### src/rtl/neuron_mac_lanes.sv
// Sequential multi-lane MAC neuron: dot(a, w) + bias with Q-format rescale,
// selectable activation, saturation and a ready/valid output handshake.
module neuron_mac_lanes #(
  parameter int INPUT_WIDTH = 8,
  parameter int DATA_WIDTH  = 16,
  parameter int ACC_WIDTH   = 48,
  parameter int LANES       = 2,
  parameter int FRAC_BITS   = 0
) (
  input  logic                         clk,
  input  logic                         rst_n,
  input  logic signed [DATA_WIDTH-1:0] a_in [INPUT_WIDTH],
  input  logic signed [DATA_WIDTH-1:0] w_in [INPUT_WIDTH],
  input  logic signed [DATA_WIDTH-1:0] bias,
  input  logic        [1:0]            act_sel,
  input  logic                         valid_in,
  output logic                         in_ready,
  output logic                         valid_out,
  input  logic                         out_ready,
  output logic signed [DATA_WIDTH-1:0] a_out,
  output logic                         sat_flag
);

  localparam int IDX_W = $clog2(INPUT_WIDTH + LANES) + 1;

  localparam logic signed [ACC_WIDTH-1:0] SAT_MAX =
    {{(ACC_WIDTH-DATA_WIDTH+1){1'b0}}, {(DATA_WIDTH-1){1'b1}}};
  localparam logic signed [ACC_WIDTH-1:0] SAT_MIN =
    {{(ACC_WIDTH-DATA_WIDTH+1){1'b1}}, {(DATA_WIDTH-1){1'b0}}};

  if (LANES < 1 || LANES > INPUT_WIDTH) begin : g_bad_lanes
    $error("neuron_mac_lanes: LANES must be in 1..INPUT_WIDTH");
  end
  if (ACC_WIDTH < 2*DATA_WIDTH + $clog2(INPUT_WIDTH) + 1) begin : g_bad_acc
    $error("neuron_mac_lanes: ACC_WIDTH too small for a wrap-free sum");
  end

  typedef enum logic [1:0] {
    IDLE,
    MAC,
    BIAS,
    OUT
  } state_t;

  state_t state, state_nxt;

  logic signed [DATA_WIDTH-1:0]   a_reg [INPUT_WIDTH];
  logic signed [DATA_WIDTH-1:0]   w_reg [INPUT_WIDTH];
  logic signed [DATA_WIDTH-1:0]   bias_reg;
  logic        [1:0]              act_reg;
  logic signed [ACC_WIDTH-1:0]    acc;
  logic        [IDX_W-1:0]        idx;

  logic                           last_mac;
  logic signed [ACC_WIDTH-1:0]    mac_sum;
  logic signed [DATA_WIDTH-1:0]   lane_a;
  logic signed [DATA_WIDTH-1:0]   lane_w;
  logic signed [2*DATA_WIDTH-1:0] lane_prod;
  logic signed [ACC_WIDTH-1:0]    bias_ext;
  logic signed [ACC_WIDTH-1:0]    scaled;
  logic signed [ACC_WIDTH-1:0]    activated;
  logic signed [DATA_WIDTH-1:0]   result;
  logic                           result_sat;

  assign in_ready = (state == IDLE);
  assign last_mac = (int'(idx) + LANES >= INPUT_WIDTH);
  assign bias_ext = ACC_WIDTH'(bias_reg) <<< FRAC_BITS;

  always_ff @(posedge clk or negedge rst_n) begin
    if (!rst_n) state <= IDLE;
    else        state <= state_nxt;
  end

  always_comb begin
    state_nxt = state;
    case (state)
      IDLE: if (valid_in)               state_nxt = MAC;
      MAC:  if (last_mac)               state_nxt = BIAS;
      BIAS:                             state_nxt = OUT;
      OUT:  if (valid_out && out_ready) state_nxt = IDLE;
      default:                          state_nxt = IDLE;
    endcase
  end

  // Each lane muxes its operand pair by constant index; lanes past the end stay 0.
  always_comb begin
    mac_sum   = '0;
    lane_a    = '0;
    lane_w    = '0;
    lane_prod = '0;
    for (int k = 0; k < LANES; k++) begin
      lane_a = '0;
      lane_w = '0;
      for (int i = 0; i < INPUT_WIDTH; i++) begin
        if (int'(idx) + k == i) begin
          lane_a = a_reg[i];
          lane_w = w_reg[i];
        end
      end
      lane_prod = lane_a * lane_w;
      mac_sum   = mac_sum + ACC_WIDTH'(lane_prod);
    end
  end

  always_comb begin
    scaled     = acc >>> FRAC_BITS;
    activated  = scaled;
    result     = '0;
    result_sat = 1'b0;
    if (scaled < 0) begin
      if (act_reg == 2'b01)      activated = '0;
      else if (act_reg == 2'b10) activated = scaled >>> 3;
    end
    if (activated > SAT_MAX) begin
      result     = SAT_MAX[DATA_WIDTH-1:0];
      result_sat = 1'b1;
    end else if (activated < SAT_MIN) begin
      result     = SAT_MIN[DATA_WIDTH-1:0];
      result_sat = 1'b1;
    end else begin
      result     = activated[DATA_WIDTH-1:0];
    end
  end

  // The OUT load happens on the first OUT cycle, so valid_out itself marks it done.
  always_ff @(posedge clk or negedge rst_n) begin
    if (!rst_n) begin
      for (int i = 0; i < INPUT_WIDTH; i++) begin
        a_reg[i] <= '0;
        w_reg[i] <= '0;
      end
      bias_reg  <= '0;
      act_reg   <= '0;
      acc       <= '0;
      idx       <= '0;
      a_out     <= '0;
      sat_flag  <= 1'b0;
      valid_out <= 1'b0;
    end else begin
      case (state)
        IDLE: begin
          if (valid_in) begin
            a_reg    <= a_in;
            w_reg    <= w_in;
            bias_reg <= bias;
            act_reg  <= act_sel;
            acc      <= '0;
            idx      <= '0;
          end
        end
        MAC: begin
          acc <= acc + mac_sum;
          idx <= idx + IDX_W'(LANES);
        end
        BIAS: acc <= acc + bias_ext;
        OUT: begin
          if (!valid_out) begin
            a_out     <= result;
            sat_flag  <= result_sat;
            valid_out <= 1'b1;
          end else if (out_ready) begin
            valid_out <= 1'b0;
          end
        end
        default: ;
      endcase
    end
  end

endmodule

### config.mk
export PLATFORM = sky130hd
export DESIGN_NAME = neuron_mac_lanes
export DESIGN_NICKNAME = d
export VERILOG_FILES = /design/src/rtl/neuron_mac_lanes.sv
export SDC_FILE = /design/constraint.sdc
export NUM_CORES = 2
export LEC_CHECK = 0
export BUFFER_PORTS_ARGS = -buffer_cell sky130_fd_sc_hd__clkbuf_2
export CORE_AREA = 2 2 328 297
export CTS_CLUSTER_SIZE = 25
export DETAILED_ROUTE_END_ITERATION = 7
export DIE_AREA = 0 0 330 299
export RECOVER_POWER = 100
export SYNTH_ARGS = -nofsm -noshare
export SYNTH_HDL_FRONTEND = slang
export SYNTH_SLANG_ARGS = --single-unit
### constraint.sdc
create_clock -name clk -period 13.4 [get_ports clk]
set_input_delay 0.67 -clock clk [delete_from_list [all_inputs] [get_ports clk]]
set_output_delay 0.67 -clock clk [all_outputs]
set_load 0.02 [all_outputs]
==> results.json <==
{
  "drv_slew": 685,
  "port-buffer-count": 296,
  "viasPerCell": 5.38,
  "cts_htree_levels": 2,
  "max-cap-violations": 9,
  "wl_per_cell_um": 21.3,
  "fin_crit_sh_pct": 87.2,
  "cpPeakStageDelay_ns": 1.13,
  "core-area_sq_um": 95700,
  "worst_pin_slew_ns": 5.93,
  "cpMaxStageDelayCell": "clkbuf_1",
  "grt_max_degree": 180,
  "cp_data_required_time_ns": 13.87,
  "syn-instance-count": 4268,
  "nets": 5751,
  "critPathKind": "reg2reg",
  "drtIter0Drc": 2490,
  "ant_nets": 0,
  "fin_skew_ns": 0.0490,
  "hpwlAfterDp_mm": 102,
  "synth_nets": 5534,
  "grtUsageTotal_pct": 25.5,
  "cts_num_sinks": 346,
  "overflow": 0,
  "grt_pass1_vias": 32241,
  "vias": 31201,
  "async_flop_share_pct": 100,
  "path_clk_slew_ns": 0.06,
  "crit_fanout": 38,
  "violations": "DRC, capacitance limit, slew limit",
  "gp_congestion": 0.938,
  "die_x_um": 330,
  "period_needed_ns": 11.69,
  "place_area_sq_um": 45500,
  "final_util_pct": 49.0,
  "ys_ff_latch": 346,
  "synth_cell_types": 74,
  "hp-class": "in2reg",
  "cts-resized-gates": 0,
  "grt_pass1_wl_mm": 191,
  "stdcell_area_sq_um": 46900,
  "finalHoldViolCount": 0,
  "fill_cells": 9051,
  "cp.buffers_inverters": 7,
  "cts_buffer_depth": 3,
  "rrSetupSlack_ns": 1.71,
  "start_util_pct": 44.6,
  "rsz0062_at_grt": "no",
  "numCtsBuffers": 43,
  "finalSetupTns_ns": 0,
  "die_h_um": 299,
  "syn_area_per_cell_sq_um": 9.99,
  "layout_commonest_cell": "inv_1",
  "clk_latency_ns": 0.61,
  "hold_buffers": 0,
  "status": "complete, but fails checks",
  "slew-limit-headroom_pct": -296,
  "synth-edff-count": 0,
  "antenna_found_initial": 13,
  "layout_common_cells": "856 x inv_1, 767 x fa_1, 515 x nand2_1",
  "syn_area_sq_um": 42600,
  "drt-total-wl_mm": 124,
  "synth_flop_cell": "dfrtp_1",
  "path_delay_family": "adder cells",
  "cts_tree": "yes",
  "startpoint_type": "flip-flop",
  "area.growth.synth_to_final_pct": 9.97,
  "ys_seq_area_share_pct": 20.3,
  "cp_common_cell": "fa_1",
  "crit_arrival_ns": 12.16,
  "ioPinCount": 297,
  "max_freq_ghz": 0.0855,
  "rows": 108,
  "die_area_sq_um": 98700,
  "ys.warnings.count": 0,
  "endpoint_kind": "flip-flop",
  "cts.root.buffer_cell": "clkbuf_16",
  "cts_setup_buffers": 0,
  "drc": 12,
  "first_pass_iters": 8,
  "drive_gt1_share_pct": 15.3,
  "setup_viol": 0
}
==> logic make-up after synthesis <==
| kind of cell | Yosys count | synth area share (%) |
|---|---|---|
| buf+inv | 1034 | 9.14 |
| fa+ha+maj | 988 | 42.5 |
| simple gates | 943 | 9.42 |
| compound gates | 583 | 9.30 |
| flops | 346 | 20.3 |
| mux | 282 | 7.43 |
| xor+xnor | 92 | 1.89 |
==> layout make-up <==
class | instances | area [sq um] | area share (%)
clock inverters | 21 | 264 | 0.563
diodes | 12 | 30.0 | 0.0641
multi-input cells | 2888 | 30100 | 64.2
repair buffers | 350 | 1830 | 3.91
flip-flops and latches | 346 | 8660 | 18.5
inverters | 856 | 3210 | 6.85
well taps | 1265 | 1580 | 3.38
clock buffers | 57 | 1200 | 2.56
==> synthesized netlist by cell type (5+ instances only) <==
master | n | share of area, %
a211oi_1 | 14 | 0.25
a21boi_1 | 10 | 0.18
a21o_1 | 41 | 0.72
a21oi_1 | 167 | 2.0
a221oi_1 | 10 | 0.21
a222oi_1 | 55 | 1.3
a22o_1 | 7 | 0.14
a22oi_1 | 32 | 0.56
a31oi_1 | 14 | 0.21
a32oi_1 | 15 | 0.31
a41oi_1 | 7 | 0.14
and2_1 | 36 | 0.53
and3_1 | 9 | 0.13
buf_1 | 9 | 0.079
buf_2 | 10 | 0.12
clkbuf_1 | 159 | 1.4
dfrtp_1 | 346 | 20
fa_1 | 767 | 36
ha_1 | 221 | 6.5
inv_1 | 856 | 7.5
mux2_2 | 275 | 7.3
mux2i_1 | 7 | 0.16
nand2_1 | 516 | 4.5
nand2b_1 | 25 | 0.37
nand3_1 | 44 | 0.52
nand4_1 | 15 | 0.22
nor2_1 | 216 | 1.9
nor2b_1 | 15 | 0.22
nor3_1 | 24 | 0.28
nor4_1 | 11 | 0.16
o211ai_1 | 12 | 0.21
o21a_1 | 13 | 0.23
o21ai_0 | 73 | 0.86
o21ai_1 | 19 | 0.22
o21bai_1 | 12 | 0.21
o221ai_1 | 9 | 0.18
o22ai_1 | 33 | 0.48
or2_2 | 8 | 0.12
or3_1 | 5 | 0.073
xnor2_1 | 60 | 1.2
xor2_1 | 32 | 0.66
==> metrics by stage <==
stage | std cells | hold WS, ns | worst slack [ns]
final | 5795 | 0.293 | 1.71
after detailed placement | 5705 | 0.492 | 2.81
after global routing | 5794 | 0.284 | 1.11
after CTS | 5783 | 0.143 | 2.78
after floorplan | 4268 | 0.374 | 3.71
after global placement | 5705 | 0.487 | 2.95
==> path summary, 6_finish.rpt <==
kind,to,depth (start not counted),from
setup reg to reg,acc[40],30,idx[3]
setup / recovery,acc[40],30,idx[3]
min in group asynchronous,a_reg[37],1,rst_n
hold / removal,bias_reg[15],2,bias[15]
hold reg to reg,a_reg[2],1,a_reg[2]
max in group asynchronous,acc[46],3,rst_n
==> metal layers <==
layer  part of all wire (%)  GRT usage, %
met1                     40          34.0
met2                     49          41.8
met3                    7.1          5.24
met4                    3.2          8.36
met5                      0             0
Power is not shown: default switching activity piles up to over one toggle a cycle in this logic, so the estimate is an artifact.
